==> config.mk <==
export PLATFORM = sky130hd
export DESIGN_NAME = gdl_subt_packer
export DESIGN_NICKNAME = d
export VERILOG_FILES = /design/src/rtl/gdl_subt_pkg.sv /design/src/rtl/gdl_subt_dly_lane.sv /design/src/rtl/gdl_subt_packer.sv
export SDC_FILE = /design/constraint.sdc
export NUM_CORES = 2
export LEC_CHECK = 0
export CORE_ASPECT_RATIO = 1.4
export CORE_MARGIN = 1.5
export CORE_UTILIZATION = 65
export DETAILED_ROUTE_END_ITERATION = 12
export PLACE_DENSITY = 0.84
export SLEW_MARGIN = 15
export SYNTH_ARGS = -nofsm -noshare
export SYNTH_HDL_FRONTEND = slang
export SYNTH_HIERARCHICAL = 1
export SYNTH_SLANG_ARGS = --single-unit
==> constraint.sdc <==
create_clock -name CLK -period 4.1 [get_ports CLK]
set_input_delay 0.41 -clock CLK [delete_from_list [all_inputs] [get_ports CLK]]
set_output_delay 0.41 -clock CLK [all_outputs]
set_load 0.01 [all_outputs]
==> src/rtl/gdl_subt_pkg.sv <==
// Shared constants, field layout and FSM encoding for the GDL subtrigger packer.
package gdl_subt_pkg;

    localparam int unsigned SUBT_W     = 72;
    localparam int unsigned DLY_W      = 4;
    localparam int unsigned FCNT_W     = 4;

    localparam int unsigned CDC_LSB    = 0;
    localparam int unsigned CDC_W      = 18;
    localparam int unsigned ECL_LSB    = 18;
    localparam int unsigned ECL_W      = 27;
    localparam int unsigned TOP_LSB    = 45;
    localparam int unsigned TOP_W      = 9;
    localparam int unsigned KLM_LSB    = 54;
    localparam int unsigned KLM_W      = 3;
    localparam int unsigned KEKB_LSB   = 57;
    localparam int unsigned KEKB_W     = 3;
    localparam int unsigned GDLINT_LSB = 60;
    localparam int unsigned GDLINT_W   = 3;
    localparam int unsigned RSVD_LSB   = 63;
    localparam int unsigned RSVD_W     = 8;
    localparam int unsigned PARITY_BIT = 71;

    typedef enum logic {
        FILL = 1'b0,
        RUN  = 1'b1
    } state_t;

    // Field order matches the bit layout of SUBT, MSB first.
    typedef struct packed {
        logic                parity;
        logic [RSVD_W-1:0]   rsvd;
        logic [GDLINT_W-1:0] gdlint;
        logic [KEKB_W-1:0]   kekb;
        logic [KLM_W-1:0]    klm;
        logic [TOP_W-1:0]    top;
        logic [ECL_W-1:0]    ecl;
        logic [CDC_W-1:0]    cdc;
    } subt_t;

endpackage

==> src/rtl/gdl_subt_dly_lane.sv <==
// Programmable delay lane: circular buffer with free-running write pointer,
// registered read of (wptr - dly), and a same-edge bypass when dly is zero.
module gdl_subt_dly_lane #(
    parameter int unsigned W     = 18,
    parameter int unsigned DEPTH = 16
) (
    input  logic                       clk,
    input  logic                       rst_n,
    input  logic                       valid,
    input  logic [W-1:0]               word,
    input  logic [$clog2(DEPTH)-1:0]   dly,
    output logic [W-1:0]               rdata
);

    localparam int unsigned AW = $clog2(DEPTH);

    logic [W-1:0]  mem [DEPTH];
    logic [AW-1:0] wptr;
    logic [W-1:0]  wdata_c;
    logic [AW-1:0] raddr_c;

    assign wdata_c = valid ? word : '0;
    assign raddr_c = wptr - dly;

    // Invalid cycles write zero so stale history never leaks into SUBT.
    always_ff @(posedge clk or negedge rst_n) begin
        if (!rst_n) begin
            wptr  <= '0;
            rdata <= '0;
            for (int i = 0; i < int'(DEPTH); i++) begin
                mem[i] <= '0;
            end
        end else begin
            mem[wptr] <= wdata_c;
            wptr      <= wptr + AW'(1);
            rdata     <= (dly == '0) ? wdata_c : mem[raddr_c];
        end
    end

endmodule

==> src/rtl/gdl_subt_packer.sv <==
// GDL subtrigger packer: aligns detector lanes, packs SUBT and gates output
// until history is valid. Optional even parity in SUBT[71] via GDL_SUBT_PARITY_EN.
module gdl_subt_packer
    import gdl_subt_pkg::*;
#(
    parameter int unsigned DEPTH = 16
) (
    input  logic                CLK,
    input  logic                RESETN,
    input  logic [CDC_W-1:0]    CDC_WORD,
    input  logic                CDC_VALID,
    input  logic [ECL_W-1:0]    ECL_WORD,
    input  logic                ECL_VALID,
    input  logic [TOP_W-1:0]    TOP_WORD,
    input  logic                TOP_VALID,
    input  logic [KLM_W-1:0]    KLM_WORD,
    input  logic                KLM_VALID,
    input  logic [KEKB_W-1:0]   KEKB,
    input  logic [GDLINT_W-1:0] GDLINT,
    input  logic [DLY_W-1:0]    DLY_CDC,
    input  logic [DLY_W-1:0]    DLY_ECL,
    input  logic [DLY_W-1:0]    DLY_TOP,
    input  logic [DLY_W-1:0]    DLY_KLM,
    output logic [SUBT_W-1:0]   SUBT,
    output logic                SUBT_VALID,
    output logic                FILL_BUSY
);

    logic [CDC_W-1:0]   cdc_rd;
    logic [ECL_W-1:0]   ecl_rd;
    logic [TOP_W-1:0]   top_rd;
    logic [KLM_W-1:0]   klm_rd;
    logic [4*DLY_W-1:0] dly_c;
    logic [4*DLY_W-1:0] dly_shadow;
    logic               dly_chg_c;
    state_t             state;
    state_t             state_n;
    logic [FCNT_W-1:0]  fcnt;
    logic [FCNT_W-1:0]  fcnt_n;
    subt_t              body_c;
    subt_t              out_c;

    gdl_subt_dly_lane #(.W(CDC_W), .DEPTH(DEPTH)) u_cdc (
        .clk(CLK), .rst_n(RESETN), .valid(CDC_VALID), .word(CDC_WORD), .dly(DLY_CDC), .rdata(cdc_rd)
    );
    gdl_subt_dly_lane #(.W(ECL_W), .DEPTH(DEPTH)) u_ecl (
        .clk(CLK), .rst_n(RESETN), .valid(ECL_VALID), .word(ECL_WORD), .dly(DLY_ECL), .rdata(ecl_rd)
    );
    gdl_subt_dly_lane #(.W(TOP_W), .DEPTH(DEPTH)) u_top (
        .clk(CLK), .rst_n(RESETN), .valid(TOP_VALID), .word(TOP_WORD), .dly(DLY_TOP), .rdata(top_rd)
    );
    gdl_subt_dly_lane #(.W(KLM_W), .DEPTH(DEPTH)) u_klm (
        .clk(CLK), .rst_n(RESETN), .valid(KLM_VALID), .word(KLM_WORD), .dly(DLY_KLM), .rdata(klm_rd)
    );

    assign dly_c     = {DLY_CDC, DLY_ECL, DLY_TOP, DLY_KLM};
    assign dly_chg_c = (dly_c != dly_shadow);

    // State, fill counter and delay shadow registers.
    always_ff @(posedge CLK or negedge RESETN) begin
        if (!RESETN) begin
            state      <= FILL;
            fcnt       <= '0;
            dly_shadow <= '0;
        end else begin
            state      <= state_n;
            fcnt       <= fcnt_n;
            dly_shadow <= dly_c;
        end
    end

    // Any delay change restarts the fill so every lane re-accumulates history.
    always_comb begin
        state_n = state;
        fcnt_n  = fcnt;
        if (dly_chg_c) begin
            state_n = FILL;
            fcnt_n  = '0;
        end else if (state == FILL) begin
            fcnt_n = fcnt + FCNT_W'(1);
            if (fcnt == FCNT_W'(15)) begin
                state_n = RUN;
            end
        end
    end

    always_comb begin
        body_c        = '0;
        body_c.cdc    = cdc_rd;
        body_c.ecl    = ecl_rd;
        body_c.top    = top_rd;
        body_c.klm    = klm_rd;
        body_c.kekb   = KEKB;
        body_c.gdlint = GDLINT;
        out_c         = body_c;
`ifdef GDL_SUBT_PARITY_EN
        out_c.parity  = ^body_c;
`endif
    end

    // Outputs follow the next state so RUN is visible on the edge it is entered.
    always_ff @(posedge CLK or negedge RESETN) begin
        if (!RESETN) begin
            SUBT       <= '0;
            SUBT_VALID <= 1'b0;
            FILL_BUSY  <= 1'b1;
        end else begin
            SUBT       <= (state_n == RUN) ? SUBT_W'(out_c) : '0;
            SUBT_VALID <= (state_n == RUN);
            FILL_BUSY  <= (state_n == FILL);
        end
    end

endmodule

# == After elaboration in Yosys (flattened, before gate mapping) ==
# Index checks and enable logic that the tools add are counted.
# Widths: inputs -> output; s select.
# op_classes
n_mux,38
bitwise_logic,9
eq_ne,3
order_cmp,12
reduce_logical,8
n_addsub,9
# op_table
cell,count
$bwmux 432,1
$bwmux 288,1
$bwmux 144,1
$mux 27,5
$bmux 27 s4,1
$demux 27 s4,1
$mux 18,5
$bmux 18 s4,1
$demux 18 s4,1
$mux 63,1
$bwmux 48,1
$mux 9,5
$ge 5x5->1 const B,8
$not 4->5,8
$bmux 9 s4,1
$demux 9 s4,1
$add 4x1->4 const B,5
$lt 5x1->1 const B,4
$logic_not 4->1,4
$ne 16x16->1,1
$sub 4x4->4,4
$mux 3,5
$bmux 3 s4,1
$demux 3 s4,1
6 further kinds,12
# totals
out_inout_bits,74
reg_bits,1070
word_cells,156

# == Logic depth before layout (Yosys ltp) ==
# logic_depth
ltp_word,6
depth_mapped,10

# == Modules after synthesis ==
# The synthesis kept the hierarchy.
# modules_own_cells
mod,seq_area_each_um2,cells_per_inst,area_per_inst_um2,n_inst
gdl_subt_dly_lane at u_ecl,11586.1,1769,19869.1,1
gdl_subt_dly_lane at u_cdc,7757.4,1191,13447.9,1
gdl_subt_dly_lane at u_top,3928.8,613,6921.6,1
gdl_subt_packer,2128.3,207,2976.6,1
gdl_subt_dly_lane at u_klm,1376.3,248,2615.0,1

# == Worst setup path before layout ==
# No wires, ideal clock.
# synth_path
kind,reg2reg
from,register u_klm.wptr[0]
to,register u_klm.rdata[0]
n_path_buf,2
setup_slack_ns,1.475
stages_incl_launch_ff,11
required_time_ns,3.973
arrival_time_ns,2.498
cell_sequence,dfrtp_1 -> inv_1 -> ha_1 -> inv_1 -> fa_1 -> buf_4 -> buf_2 -> mux2_2 -> mux4_2 -> o211ai_1 -> nand3_1
# synth_via
elab_chain_len,6
# synth_lines
item,line,text
"start, declared",gdl_subt_dly_lane.sv:18,logic [AW-1:0] wptr;
"start signal, assigned",gdl_subt_dly_lane.sv:35,wptr <= wptr + AW'(1);
$sub 4x4->4,gdl_subt_dly_lane.sv:23,assign raddr_c = wptr - dly;
$not 4->5 (not written as such),gdl_subt_dly_lane.sv:36,rdata <= (dly == '0) ? wdata_c : mem[raddr_c];
$bmux 3 s4,gdl_subt_dly_lane.sv:36,
$mux 3 (not written as such) (2 in a row),gdl_subt_dly_lane.sv:36,
$mux 3,gdl_subt_dly_lane.sv:36,
"end signal, assigned",gdl_subt_dly_lane.sv:36,
"end, declared",gdl_subt_dly_lane.sv:12,output logic [W-1:0] rdata
# No other way between the ends. The select of a mux whose other input is x is not followed.
# A chain may end at the register's enable or synchronous reset.

# == Worst setup path after layout ==
# layout_path
from,register u_cdc.wptr[0]
to,register u_cdc.rdata[15]
# layout_via
elab_chain_len,6
# layout_lines
item,line
"start, declared",gdl_subt_dly_lane.sv:18
"start signal, assigned",gdl_subt_dly_lane.sv:35
$sub 4x4->4,gdl_subt_dly_lane.sv:23
$not 4->5 (not written as such),gdl_subt_dly_lane.sv:36
$bmux 18 s4,gdl_subt_dly_lane.sv:36
$mux 18 (not written as such) (2 in a row),gdl_subt_dly_lane.sv:36
$mux 18,gdl_subt_dly_lane.sv:36
"end signal, assigned",gdl_subt_dly_lane.sv:36
"end, declared",gdl_subt_dly_lane.sv:12
# No other way between the ends. The select of a mux whose other input is x is not followed.

==> results.py <==
metrics = {
    "logic_synthesis": {
        "ys_types": 49,
        "synth-edff-count": 0,
        "yosysWarnings": 6,
        "synth_top_area_frac": 0.584,
        "syn-mean-instance-area_um2": 11.4,
        "ys_top_cells_by_count": "dfrtp_1, nand2_1, o21ai_0",
        "synth_cells": 4028,
        "ys_ff_latch": 1070,
        "synth_flop_cell": "dfrtp_1",
        "synthTopCellsByArea": "dfrtp_1, mux4_2, o21ai_0, nand2_1, mux2i_1",
        "netlist_area_um2": 45800,
        "yosysSeqAreaShare": 0.584,
        "yosysTopAreaCell": "dfrtp_1",
        "synthArstFlopShare": 1.00,
        "yosysMostFrequentCell": "dfrtp_1",
    },
    "route": {
        "ant_nets": 0,
        "viasPerCell": 6.48,
        "drt-initial-drc-count": 3508,
        "drc": 0,
        "vias": 32700,
        "drt_wl_total_mm": 120,
        "firstDrtPassIters": 8,
        "wl_per_cell_um": 23.8,
    },
    "setup_path": {
        "r2r_start": "u_cdc/wptr[0]",
        "crit_family": "adder cells",
        "critPathBufInv": 3,
        "worstSetupEndpoint": "u_cdc/rdata[15]",
        "path_common_cell": "inv_1",
        "r2r_end": "u_cdc/rdata[15]",
        "path_max_fanout": 25,
        "start_kind": "flip-flop",
        "endpoint_kind": "flip-flop",
        "crit_path_cell_trace": "inv_1 -> ha_4 -> inv_1 -> fa_4 -> buf_4 -> mux4_2 -> mux2i_1 -> a221oi_2",
        "required_ns": 4.62,
        "r2r_setup_slack_ns": 1.06,
        "r2r_cells": 8,
        "crit_cells": 8,
        "arrival_ns": 3.56,
        "cpPeakStageDelay_ns": 1.07,
        "cp_slowest_cell": "fa_4",
        "crit_path_start": "u_cdc/wptr[0]",
        "critPathKind": "reg -> reg",
    },
    "final_layout": {
        "drive_gt1_frac": 0.133,
        "nNetsFinal": 4147,
        "stdcell_area_um2": 51300,
        "utilization": 0.732,
        "area_delta_synth_final_pct": 12.0,
        "fillers": 4400,
    },
    "min_path": {
        "min_path_type": "in -> reg",
    },
    "clocking": {
        "cts_setup_buffers": 0,
        "cts_buffers": 96,
        "cts_buffer_depth": 3,
        "cts_tree": "built",
        "clk_latency_ns": 0.70,
        "cts_max_level": 3,
        "clock_sinks": 1070,
        "cts-root-buf": "clkbuf_16",
        "clkTransAtPathRegs_ns": 0.06,
    },
    "sta": {
        "tightest_slew_ns": 0.954,
        "hold_viol": 0,
        "post-route-period-util": 0.742,
        "clock_skew_ns": 0.0449,
        "timing.setup.tns_ns": 0,
        "slew_violations": 0,
        "min_period_ns": 3.04,
        "rsz0062_at_grt": "false",
        "fmax_mhz": 329,
        "maxSlewHeadroom": 0.362,
        "setup_viol": 0,
    },
    "placement": {
        "dp_hpwl_mm": 67.6,
        "place_congestion": 0.853,
        "io_buffers": 149,
        "postPlaceCellArea_um2": 47900,
    },
    "die": {
        "dieArea_um2": 72100,
        "die_w_um": 227,
        "io_pins": 159,
        "initial_utilization": 0.654,
        "die_y_um": 317,
        "fp.coreArea_um2": 70100,
        "rows": 115,
    },
    "grt": {
        "grtUsageTotal": 0.346,
        "grt_start_max_net_pins": 141,
        "grt_pass1_vias": 33800,
        "antenna_found_initial": 18,
        "grt_first_pass_wirelength_mm": 189,
        "grt_overflow": 0,
    },
    "pwr": {
        "p_per_area_nw_per_um2": 447,
        "leakagePower_nw": 23.3,
        "ir_worst_vdd_uv": 472,
    },
    "flow_run": {
        "drv_cap": 0,
    },
    "outcome": {
        "status": "completed",
    },
}
how the worst min path moves through the flow:
stage               start              to  slack (ns)  depth (start not counted)
2_1_floorplan      RESETN         SUBT[0]        0.11                          0
3_3_place_gp       RESETN   u_top/mem[83]        0.46                          1
3_5_place_dp       RESETN   u_top/mem[83]        0.46                          1
4_1_cts        DLY_CDC[1]  dly_shadow[13]        0.28                          1
5_1_grt        DLY_CDC[1]  dly_shadow[13]        0.30                          1
6_report       DLY_CDC[1]  dly_shadow[13]        0.30                          1
flip-flops by register name, indices dropped and copies added (netlist names):
signal       flops
u_ecl/mem      432
u_cdc/mem      288
u_top/mem      144
SUBT            63
u_klm/mem       48
u_ecl/rdata     27
u_cdc/rdata     18
dly_shadow      16
u_top/rdata      9
fcnt             4
u_cdc/wptr       4
u_ecl/wptr       4
u_klm/wptr       4
u_top/wptr       4
u_klm/rdata      3
FILL_BUSY        1
SUBT_VALID       1
where the power goes:
| part | switching (mW) | total (mW) | internal, mW |
|---|---|---|---|
| Clock | 4.01 | 9.60 | 5.58 |
| Combinational | 1.08 | 1.90 | 0.818 |
| Sequential | 0.328 | 11.4 | 11.1 |
| Total | 5.42 | 22.9 | 17.5 |
area by class of cell:
class | instances | area [um2] | area share
Timing Repair Buffer | 220 | 2250 | 0.0438
Clock buffer | 133 | 2740 | 0.0534
Inverter | 21 | 78.8 | 0.00154
Antenna cell | 6 | 15.0 | 0.000293
Clock inverter | 43 | 632 | 0.0123
Sequential cell | 1070 | 26800 | 0.522
Tap cell | 936 | 1170 | 0.0228
Multi-Input combinational cell | 2620 | 17700 | 0.344
cell usage in the layout (no fill, tap or decap), types with 4 or more instances in the layout:
cell	instances
a221oi_1	29
o21ai_1	5
xnor2_1	24
nand4_1	4
mux2_2	12
clkbuf_1	18
nand3_1	22
mux4_2	220
inv_6	4
a221oi_2	25
diode_2	6
or4_1	4
dfrtp_1	1069
and3_1	55
nor2b_1	9
clkdlybuf4s50_1	146
nor2_1	4
clkinv_2	18
clkbuf_8	18
a21oi_1	59
and2_1	4
nand2_4	4
buf_4	52
clkbuf_16	97
bufinv_16	14
nand3_2	4
mux2i_1	121
mux2i_4	6
xor2_1	8
o21ai_0	907
nand2_2	16
inv_1	20
nand2_1	1004
ha_1	26
conb_1	9
and3_2	9
buf_12	18
per-stage QoR:
| stage | hold slack (ns) | std cells | worst slack [ns] | total power [mW] |
|---|---|---|---|---|
| floorplan | 0.114 | 4036 | 1.47 | 12.7 |
| finish | 0.300 | 5049 | 1.06 | 22.9 |
| detailed placement | 0.461 | 4866 | 0.691 | 13.5 |
| CTS | 0.277 | 5043 | 1.09 | 23.0 |
| global placement | 0.455 | 4866 | 0.756 | 13.4 |
| global route | 0.304 | 5048 | 0.991 | 23.7 |
kinds of logic after synthesis:
| kind of cell | Yosys count | synth area share |
|---|---|---|
| other | 1 | 0.0000818 |
| XOR/XNOR | 35 | 0.00767 |
| adder cells (fa/ha/maj) | 33 | 0.00966 |
| buffers and inverters | 346 | 0.0337 |
| AO/OA/AOI/OAI | 1032 | 0.121 |
| flip-flops | 1070 | 0.584 |
| AND/OR/NAND/NOR | 1150 | 0.102 |
| multiplexers | 361 | 0.142 |
metal layers:
| metal | up-vias | global-route usage | part of all wire |
|---|---|---|---|
| li1 | 14100 | - | - |
| met1 | 16400 | 0.432 | 0.36 |
| met2 | 1781 | 0.558 | 0.49 |
| met3 | 482 | 0.0871 | 0.10 |
| met4 | 24 | 0.191 | 0.055 |
| met5 | - | 0 | 0.0013 |
repair_timing:
action / in CTS / in global routing
hold buffers: 1 / 0
resized for setup: 0 / 0
hold endpoints to repair: 61 / 0
(Power assumes the default switching activity.)
